==> src/rtl/wb_cmd_master_pkg.sv <==
// wb_cmd_master_pkg: types and constants shared by the Wishbone command master.
//   state_e      - master FSM states
//   STAT_*       - response status codes returned on rsp_status_o
//   CTI/BTE      - classic-cycle burst tags driven on wb_cti_o / wb_bte_o
package wb_cmd_master_pkg;

  typedef enum logic [1:0] {
    StIdle    = 2'b00,
    StBus     = 2'b01,
    StBackoff = 2'b10,
    StResp    = 2'b11
  } state_e;

  localparam logic [1:0] STAT_OK  = 2'b00;  // terminated with ack
  localparam logic [1:0] STAT_ERR = 2'b01;  // terminated with err
  localparam logic [1:0] STAT_RTY = 2'b10;  // rty seen on every allowed attempt
  localparam logic [1:0] STAT_TMO = 2'b11;  // no termination within the timeout window

  localparam logic [2:0] CTI_CLASSIC = 3'b000;
  localparam logic [1:0] BTE_LINEAR  = 2'b00;

endpackage

==> src/rtl/wb_cmd_master.sv <==
// wb_cmd_master: single-outstanding Wishbone B3 classic-cycle master.
// Converts a valid/ready command stream into bus cycles and returns exactly one
// response per command. Handles ack/err/rty terminations, bounded retry with a
// one-cycle bus release between attempts, and a no-response timeout.
//
// Ports
//   wb_clk, wb_rst           clock, asynchronous active-high reset
//   cmd_valid_i/cmd_ready_o  command handshake; cmd_we/adr/dat/sel_i are the fields
//   rsp_valid_o/rsp_ready_i  response handshake; rsp_dat_o, rsp_status_o are the fields
//   wb_*_o                   registered Wishbone master outputs (cti/bte tied classic)
//   wb_dat_i, wb_ack/err/rty_i  slave read data and terminations
module wb_cmd_master
  import wb_cmd_master_pkg::*;
#(
  parameter int unsigned dw        = 32,
  parameter int unsigned aw        = 32,
  parameter int unsigned RETRY_MAX = 4,
  parameter int unsigned TIMEOUT   = 255
) (
  input  logic          wb_clk,
  input  logic          wb_rst,
  // command stream
  input  logic          cmd_valid_i,
  output logic          cmd_ready_o,
  input  logic          cmd_we_i,
  input  logic [aw-1:0] cmd_adr_i,
  input  logic [dw-1:0] cmd_dat_i,
  input  logic [3:0]    cmd_sel_i,
  // response stream
  output logic          rsp_valid_o,
  input  logic          rsp_ready_i,
  output logic [dw-1:0] rsp_dat_o,
  output logic [1:0]    rsp_status_o,
  // Wishbone master
  output logic [aw-1:0] wb_adr_o,
  output logic [dw-1:0] wb_dat_o,
  output logic [3:0]    wb_sel_o,
  output logic          wb_we_o,
  output logic          wb_cyc_o,
  output logic          wb_stb_o,
  output logic [2:0]    wb_cti_o,
  output logic [1:0]    wb_bte_o,
  input  logic [dw-1:0] wb_dat_i,
  input  logic          wb_ack_i,
  input  logic          wb_err_i,
  input  logic          wb_rty_i
);

  // Counters keep at least one bit so zero-valued parameters still elaborate.
  localparam int unsigned RtyW = (RETRY_MAX > 0) ? $clog2(RETRY_MAX + 1) : 1;
  localparam int unsigned TmoW = (TIMEOUT > 0) ? $clog2(TIMEOUT + 1) : 1;
  localparam logic [RtyW-1:0] RtyMax = RtyW'(RETRY_MAX);
  localparam logic [TmoW-1:0] TmoLim = TmoW'(TIMEOUT);

  state_e          state_q, state_d;
  logic [aw-1:0]   adr_q, adr_d;
  logic [dw-1:0]   dat_q, dat_d;
  logic [3:0]      sel_q, sel_d;
  logic            we_q, we_d;
  logic            cyc_q, cyc_d;
  logic            stb_q, stb_d;
  logic            rsp_valid_q, rsp_valid_d;
  logic [dw-1:0]   rsp_dat_q, rsp_dat_d;
  logic [1:0]      rsp_status_q, rsp_status_d;
  logic [RtyW-1:0] retry_cnt_q, retry_cnt_d;
  logic [TmoW-1:0] tmo_cnt_q, tmo_cnt_d;
  logic [TmoW-1:0] tmo_next;

  assign tmo_next = tmo_cnt_q + TmoW'(1);

  always_comb begin
    state_d      = state_q;
    adr_d        = adr_q;
    dat_d        = dat_q;
    sel_d        = sel_q;
    we_d         = we_q;
    cyc_d        = cyc_q;
    stb_d        = stb_q;
    rsp_valid_d  = rsp_valid_q;
    rsp_dat_d    = rsp_dat_q;
    rsp_status_d = rsp_status_q;
    retry_cnt_d  = retry_cnt_q;
    tmo_cnt_d    = tmo_cnt_q;

    unique case (state_q)
      StIdle: begin
        if (cmd_valid_i) begin
          adr_d       = cmd_adr_i;
          dat_d       = cmd_dat_i;
          sel_d       = cmd_sel_i;
          we_d        = cmd_we_i;
          retry_cnt_d = '0;
          tmo_cnt_d   = '0;
          cyc_d       = 1'b1;
          stb_d       = 1'b1;
          state_d     = StBus;
        end
      end

      StBus: begin
        // Terminations beat the timeout, with priority err > ack > rty.
        if (wb_err_i) begin
          cyc_d        = 1'b0;
          stb_d        = 1'b0;
          rsp_valid_d  = 1'b1;
          rsp_status_d = STAT_ERR;
          rsp_dat_d    = '0;
          state_d      = StResp;
        end else if (wb_ack_i) begin
          cyc_d        = 1'b0;
          stb_d        = 1'b0;
          rsp_valid_d  = 1'b1;
          rsp_status_d = STAT_OK;
          rsp_dat_d    = we_q ? '0 : wb_dat_i;
          state_d      = StResp;
        end else if (wb_rty_i) begin
          cyc_d = 1'b0;
          stb_d = 1'b0;
          if (retry_cnt_q < RtyMax) begin
            retry_cnt_d = retry_cnt_q + RtyW'(1);
            state_d     = StBackoff;
          end else begin
            rsp_valid_d  = 1'b1;
            rsp_status_d = STAT_RTY;
            rsp_dat_d    = '0;
            state_d      = StResp;
          end
        end else if ((TIMEOUT != 0) && (tmo_next == TmoLim)) begin
          // tmo_next == TIMEOUT here means cyc has been high for TIMEOUT cycles.
          cyc_d        = 1'b0;
          stb_d        = 1'b0;
          rsp_valid_d  = 1'b1;
          rsp_status_d = STAT_TMO;
          rsp_dat_d    = '0;
          state_d      = StResp;
        end else begin
          tmo_cnt_d = tmo_next;
        end
      end

      StBackoff: begin
        // Bus released for exactly this one cycle; fields stay latched.
        tmo_cnt_d = '0;
        cyc_d     = 1'b1;
        stb_d     = 1'b1;
        state_d   = StBus;
      end

      StResp: begin
        if (rsp_ready_i) begin
          rsp_valid_d = 1'b0;
          state_d     = StIdle;
        end
      end

      default: state_d = StIdle;
    endcase
  end

  always_ff @(posedge wb_clk or posedge wb_rst) begin
    if (wb_rst) begin
      state_q      <= StIdle;
      adr_q        <= '0;
      dat_q        <= '0;
      sel_q        <= '0;
      we_q         <= 1'b0;
      cyc_q        <= 1'b0;
      stb_q        <= 1'b0;
      rsp_valid_q  <= 1'b0;
      rsp_dat_q    <= '0;
      rsp_status_q <= STAT_OK;
      retry_cnt_q  <= '0;
      tmo_cnt_q    <= '0;
    end else begin
      state_q      <= state_d;
      adr_q        <= adr_d;
      dat_q        <= dat_d;
      sel_q        <= sel_d;
      we_q         <= we_d;
      cyc_q        <= cyc_d;
      stb_q        <= stb_d;
      rsp_valid_q  <= rsp_valid_d;
      rsp_dat_q    <= rsp_dat_d;
      rsp_status_q <= rsp_status_d;
      retry_cnt_q  <= retry_cnt_d;
      tmo_cnt_q    <= tmo_cnt_d;
    end
  end

  assign cmd_ready_o  = (state_q == StIdle);
  assign rsp_valid_o  = rsp_valid_q;
  assign rsp_dat_o    = rsp_dat_q;
  assign rsp_status_o = rsp_status_q;
  assign wb_adr_o     = adr_q;
  assign wb_dat_o     = dat_q;
  assign wb_sel_o     = sel_q;
  assign wb_we_o      = we_q;
  assign wb_cyc_o     = cyc_q;
  assign wb_stb_o     = stb_q;
  assign wb_cti_o     = CTI_CLASSIC;
  assign wb_bte_o     = BTE_LINEAR;

endmodule

==> config.mk <==
export PLATFORM = sky130hd
export DESIGN_NAME = wb_cmd_master
export DESIGN_NICKNAME = d
export VERILOG_FILES = /design/src/rtl/wb_cmd_master_pkg.sv /design/src/rtl/wb_cmd_master.sv
export SDC_FILE = /design/constraint.sdc
export NUM_CORES = 1
export LEC_CHECK = 0
export BUFFER_PORTS_ARGS = -buffer_cell sky130_fd_sc_hd__buf_2
export CAP_MARGIN = 20
export CORE_ASPECT_RATIO = 0.5
export CORE_MARGIN = 1.5
export CORE_UTILIZATION = 35
export CTS_CLUSTER_DIAMETER = 80
export DETAILED_ROUTE_END_ITERATION = 10
export PLACE_DENSITY = 0.7
export RECOVER_POWER = 50
export SLEW_MARGIN = 20
export SYNTH_ARGS = -nofsm -noshare
export SYNTH_HDL_FRONTEND = slang
export SYNTH_SLANG_ARGS = --single-unit
==> constraint.sdc <==
create_clock -name wb_clk -period 6.39 [get_ports wb_clk]
set_clock_uncertainty 0.1 [all_clocks]
set_input_delay 0.639 -clock wb_clk [delete_from_list [all_inputs] [get_ports wb_clk]]
set_output_delay 0.639 -clock wb_clk [all_outputs]
set_load 0.05 [all_outputs]
==> metrics.csv, run 1 <==
stage,metric,value,unit
status,status,"complete, but fails checks",
status,violations,"capacitance limit, slew limit",
synthesis,async_reset_ff_share,100,%
sta,rsz0062_at_grt,false,
setup_path,required,6.79,ns
grt,grt_pass1_vias,4068,
synthesis,syn-instance-count,541,
clocking,cts-htree-levels,4,
grt,grt_usage,16.6,%
floorplanning,die_y,88.3,µm
floorplanning,die_w,174,µm
floorplanning,io-pin-count,220,
clocking,cts_buffers,17,
setup_path,crit_path_end_kind,async pin,
sta,holdWs,0.323,ns
setup_path,reg2reg_to,rsp_status_o[0],
routing,wl_per_cell,13.2,µm
worst_hold_path,hp-class,input pin to flip-flop,
layout,layout-drive-gt1-share,21.3,%
placed_design,dp_hpwl,8700,µm
routing,drt_iter0_markers,206,
sta,setup_ws,3.42,ns
grt,grt_overflow_total,0,
routing,via_count,4192,
grt,grt_first_pass_wirelength,19900,µm
layout,areaGrowthSynthToFinish,32.5,%
synthesis,ys_types,42,
layout,fin_nets,863,
grt,antenna_found_initial,0,
sta,max_freq,337,MHz
synthesis,synth-seq-cells,118,
synthesis,syn_area,0.00510,mm²
placed_design,place_ws,3.63,ns
floorplanning,dieArea,0.0153,mm²
clocking,clk_pin_slew,0.06,ns
setup_path,critPathKind,input pin to async pin,
setup_path,critical_path_arrival,3.36,ns
clocking,cts_root_buf,clkbuf_16,
power_and_ir_drop,powerDensity,603,mW/mm²
flow_run,drv_cap,1,
sta,worst_pin_slew,3.33,ns
synthesis,synth_warnings,0,
floorplanning,row_count,30,
synthesis,yosysSeqAreaShare,57.9,%
grt,grt_max_degree,77,
sta,finalSetupViolations,0,
setup_path,r2r-start,tmo_cnt_q[0],
sta,min_period_over_period,46.4,%
clocking,cts.sinks,118,
floorplanning,start_util,36.7,%
setup_path,cp-start-kind,input pin,
layout,utilization,48.6,%
power_and_ir_drop,leakage,3.46,nW
setup_path,path_max_fanout,76,
setup_path,rrSetupSlack,3.63,ns
clocking,clk_latency,0.40,ns
routing,final_antenna_net_count,0,
synthesis,yosys_most_used_dff,dfrtp_1,
routing,viasPerCell,4.38,
sta,relSlewSlack,-124,%
clocking,cts_tree,done,
power_and_ir_drop,irDropWorstVdd,0.000255,V
clocking,postCtsHoldBufs,0,
clocking,post_cts_buffers,0,
routing,wl,12700,µm
routing,first_pass_iters,4,
setup_path,cp-startpoint,wb_rst,
clocking,cts.path.max_buffers,2,
layout,diodes,0,
setup_path,endpoint,wb_adr_o[18],
setup_path,worst-r2r-cell-count,7,
sta,tns,0,ns
sta,period_needed,2.97,ns
synthesis,syn_avg_cell_area,9.42,µm²
placed_design,gp_congestion,0.827,
placed_design,port_buffers,214,
clocking,cts_resized,0,
synthesis,synth_edf_count,0,
floorplanning,core,0.0139,mm²
sta,slew_viol_final,77,
sta,hold_violations,0,
routing,drc,0,
[logic make-up (layout without fill, tap and decap cells)]
kind of cell	count (synthesis)	after routing	share of synthesized area [%]
xor+xnor	3	3	0.515
other cells	1	5	0.0735
mux	41	41	8.07
buf+inv	68	288	6.70
simple gates	283	283	22.0
fa+ha+maj	3	3	0.736
flops	118	118	57.9
compound gates	24	24	3.95
[cells in the final DEF, fill, tap and decap left out, types with 3 or more instances in the layout]
master	n
buf_2	118
buf_4	5
bufinv_16	3
clkbuf_1	98
clkbuf_16	17
clkinv_2	3
clkinvlp_4	4
conb_1	5
dfrtp_1	118
ha_1	3
inv_1	36
mux2i_1	40
nand2_1	255
nand3_1	4
nor2_1	7
o21ai_0	3
o311ai_0	3
[final cells by class]
cell class,count,area (µm²)
Clock inverter,12,153
Clock buffer,20,447
Fill cell,1359,7130
Sequential cell,118,2950
Timing Repair Buffer,219,988
Multi-Input combinational cell,359,1840
Inverter,37,140
Tap cell,192,240
[Yosys cell counts (all sizes together), types with 2 or more instances]
| cell type | instances | area [µm²] |
|---|---|---|
| o311ai | 3 | 26.3 |
| buf | 12 | 131 |
| o21a | 2 | 15.0 |
| o21ai | 3 | 15.0 |
| dfrtp | 118 | 2950 |
| clkbuf | 19 | 71.3 |
| nand4 | 2 | 18.8 |
| o21bai | 2 | 15.0 |
| inv | 37 | 139 |
| nand2b | 2 | 12.5 |
| mux2i | 40 | 400 |
| nand2 | 256 | 961 |
| o31ai | 2 | 15.0 |
| o41ai | 2 | 25.0 |
| nand3 | 4 | 20.0 |
| a21oi | 2 | 10.0 |
| nor2b | 2 | 12.5 |
| o211ai | 2 | 15.0 |
| xnor2 | 2 | 17.5 |
| nor3 | 3 | 26.3 |
| and3 | 2 | 12.5 |
| ha | 3 | 37.5 |
| nor2 | 7 | 26.3 |
[stage by stage]
stage                     area [µm²]  total power [mW]  instances
after floorplan                 5110              2.76        545
after global placement          6280              3.17        925
after detailed placement        6280              3.20        925
after CTS                       6880              4.19        957
after global routing            6760              4.30        957
final                           6760              4.08        957
[flip-flops by register name (all words and copies together) (netlist names)]
signal        flops
rsp_dat_o        32
wb_adr_o         32
wb_dat_o         32
tmo_cnt_q         8
wb_sel_o          4
retry_cnt_q       3
rsp_status_o      2
state_q           2
rsp_valid_o       1
wb_stb_o          1
wb_we_o           1
[where the power goes]
part,switching (mW),total [mW],leakage (nW),internal (mW)
Clock,0.342,0.965,0.282,0.623
Sequential,0.176,1.23,1.52,1.05
Combinational,1.52,1.89,1.66,0.363
Total,2.04,4.08,3.46,2.04
[worst min path at each step]
stage	from	endpoint	slack [ns]	cells past startpoint
floorplan	retry_cnt_q[2]	retry_cnt_q[2]	0.35	2
global placement	wb_dat_o[1]	wb_dat_o[1]	0.35	2
detailed placement	wb_adr_o[18]	wb_adr_o[18]	0.36	2
CTS	cmd_dat_i[10]	wb_dat_o[10]	0.30	3
global route	cmd_adr_i[21]	wb_adr_o[21]	0.31	3
finish	cmd_dat_i[10]	wb_dat_o[10]	0.32	3
[worst max-delay path: stages]
cell and delay (ns):
clkbuf_1 0.08, clkinvlp_2 1.88, buf_4 0.74
[layer usage]
layer	routed length, µm	share of wire [%]	vias up	track usage [%]
met5	0	0	-	0
met4	194	1.5	0	7.13
met3	436	3.4	15	3.95
met2	6660	53	106	30.0
met1	5360	42	1974	19.3
li1	-	-	2097	-
Power figures use the tool's default switching activity.
==> inputs of run 2 (changes only) <==
==> constraint.sdc (replaced) <==
create_clock -name wb_clk -period 2.9 [get_ports wb_clk]
set_clock_uncertainty 0.1 [all_clocks]
set_input_delay 0.29 -clock wb_clk [delete_from_list [all_inputs] [get_ports wb_clk]]
set_output_delay 0.29 -clock wb_clk [all_outputs]
set_load 0.05 [all_outputs]
==> metrics.csv, run 2 (same netlist as run 1, synthesis figures left out) <==
stage,metric,value,unit,change
power_and_ir_drop,powerDensity,1220,mW/mm²,+100%
setup_path,critPathKind,flip-flop to flip-flop,,
floorplanning,row_count,30,,unchanged
status,status,completed,,
routing,viasPerCell,4.55,,+3.9%
placed_design,gp_congestion,0.833,,+0.79%
clocking,cts.sinks,118,,unchanged
setup_path,cp-start-kind,flip-flop,,
layout,fin_cells,1029,,+7.5%
layout,final_cell_mix,"255 x nand2_1, 118 x dfrtp_1, 108 x clkbuf_1, 107 x buf_2, 70 x dlygate4sd3_1",,
placed_design,placed_cells,928,,+0.32%
floorplanning,io-pin-count,220,,unchanged
layout,utilization,53.9,%,+5.2 points
clocking,post_cts_buffers,0,,unchanged
sta,rsz0062_at_grt,false,,
placed_design,place_ws,0.434,ns,-3.19 ns
setup_path,required,3.14,ns,-3.65 ns
routing,drc,0,,unchanged
setup_path,crit_path_end_kind,flip-flop,,
routing,final_antenna_net_count,0,,unchanged
placed_design,port_buffers,214,,unchanged
setup_path,critical_path_arrival,2.74,ns,-0.62 ns
routing,first_pass_iters,4,,unchanged
routing,drt_iter0_markers,198,,-3.9%
layout,layout-drive-gt1-share,18.4,%,-2.9 points
worst_hold_path,hp-class,input pin to flip-flop,,
clocking,postCtsHoldBufs,70,,+70
sta,slew_viol_final,0,,-100%
routing,via_count,4683,,+12%
setup_path,crit_top_cell,nand2_1,,
placed_design,dp_hpwl,9320,µm,+7.1%
layout,fin_nets,936,,+8.5%
clocking,cts.path.max_buffers,2,,unchanged
routing,wl,14600,µm,+15%
sta,min_period_over_period,86.3,%,
clocking,cts_buffers,17,,unchanged
flow_run,drv_cap,0,,-1
setup_path,cp_num_buf_inv,1,,-2
clocking,cts_tree,done,,
floorplanning,core,0.0139,mm²,unchanged
floorplanning,die_y,88.3,µm,unchanged
grt,antenna_found_initial,0,,unchanged
sta,worst_pin_slew,1.45,ns,-1.88 ns
grt,grt_overflow_total,0,,unchanged
grt,grt_usage,19.3,%,+2.7 points
grt,grt_first_pass_wirelength,23100,µm,+16%
power_and_ir_drop,irDropWorstVdd,0.000479,V,+88%
setup_path,cp_cell_sequence,"nor2_1, and2_0, buf_12, nand2_1, nand2_1",,
setup_path,slowest_delay,1.14,ns,-0.74 ns
clocking,cts-htree-levels,4,,unchanged
routing,wl_per_cell,14.2,µm,+7.3%
sta,tns,0,ns,unchanged
sta,setup_ws,0.397,ns,-3.03 ns
setup_path,path_max_fanout,46,,-39%
clocking,clk_pin_slew,0.06,ns,about the same
sta,max_freq,400,MHz,
setup_path,slowest_stage,and2_0,,
sta,period_needed,2.50,ns,
clocking,cts_root_buf,clkbuf_16,,
power_and_ir_drop,leakage,3.73,nW,+8.0%
floorplanning,start_util,36.7,%,unchanged
grt,grt_pass1_vias,4836,,+19%
sta,hold_violations,0,,unchanged
setup_path,crit_family,simple AND/OR/NAND/NOR gates,,
sta,finalSetupViolations,0,,unchanged
floorplanning,dieArea,0.0153,mm²,unchanged
layout,areaGrowthSynthToFinish,46.8,%,
clocking,cts_resized,0,,unchanged
floorplanning,die_w,174,µm,unchanged
layout,diodes,0,,unchanged
sta,relSlewSlack,2.63,%,+130 points
layout,final_common_cell,nand2_1,,
grt,grt_max_degree,81,,+5.2%
clocking,clk_latency,0.40,ns,about the same
[run 2: cell count changes in the layout (fill, tap and decap cells not counted)]
cell and delta:
and2_0 +1, clkinv_4 +1, buf_12 +2, inv_6 -1
and2_2 -1, clkinv_2 +1, buf_2 -11, dlygate4sd3_1 +70
clkbuf_1 +10
[run 2: final cells by class]
| class | instances | area, µm² |
|---|---|---|
| clock buffer | 18 | 439 |
| clock inverter | 13 | 158 |
| fill | 1286 | 6400 |
| inverter | 37 | 140 |
| multi-input combinational | 359 | 1830 |
| sequential | 118 | 2950 |
| tap | 192 | 240 |
| timing repair buffer | 292 | 1720 |
[run 2: path summary, 6_finish.rpt]
check	start	endpoint	slack (ns)	depth (start not counted)
max	state_q[1]	wb_adr_o[30]	0.40	5
min	wb_dat_i[25]	rsp_dat_o[25]	0.03	3
max reg2reg	state_q[1]	wb_adr_o[30]	0.40	5
min reg2reg	wb_dat_o[10]	wb_dat_o[10]	0.37	2
max in group asynchronous	wb_rst	tmo_cnt_q[2]	1.01	4
min in group asynchronous	wb_rst	wb_dat_o[8]	0.69	3
[run 2: through the flow]
step / cell area [µm²] / power (mW) / hold slack, ns
global route: 7480 / 9.62 / 0.00819
detailed placement: 6330 / 7.10 / 0.355
global placement: 6330 / 7.02 / 0.350
finish: 7480 / 9.15 / 0.0266
CTS: 7620 / 9.33 / 0.0122
floorplan: 5120 / 6.08 / 0.295
[run 2: power by group]
part           total [mW]  switching (mW)  internal, mW
clock network        2.13           0.765          1.36
logic                4.30            3.43         0.867
registers            2.73           0.414          2.31
[run 2: worst register-to-register path, delay by kind of cell (launching register included)]
family / cells / cell delay, ns
buffers and inverters: 1 / 0.34
flip-flops: 1 / 0.46
AND/OR/NAND/NOR: 4 / 1.54
[run 2: per-layer routing]
layer  vias to the layer above  GRT usage [%]  wire length, µm
li1                       2250              -                -
met1                      2245           20.8             5740
met2                       140           35.7             7720
met3                        48           4.64              563
met4                         0           11.7              589
met5                         -              0                0
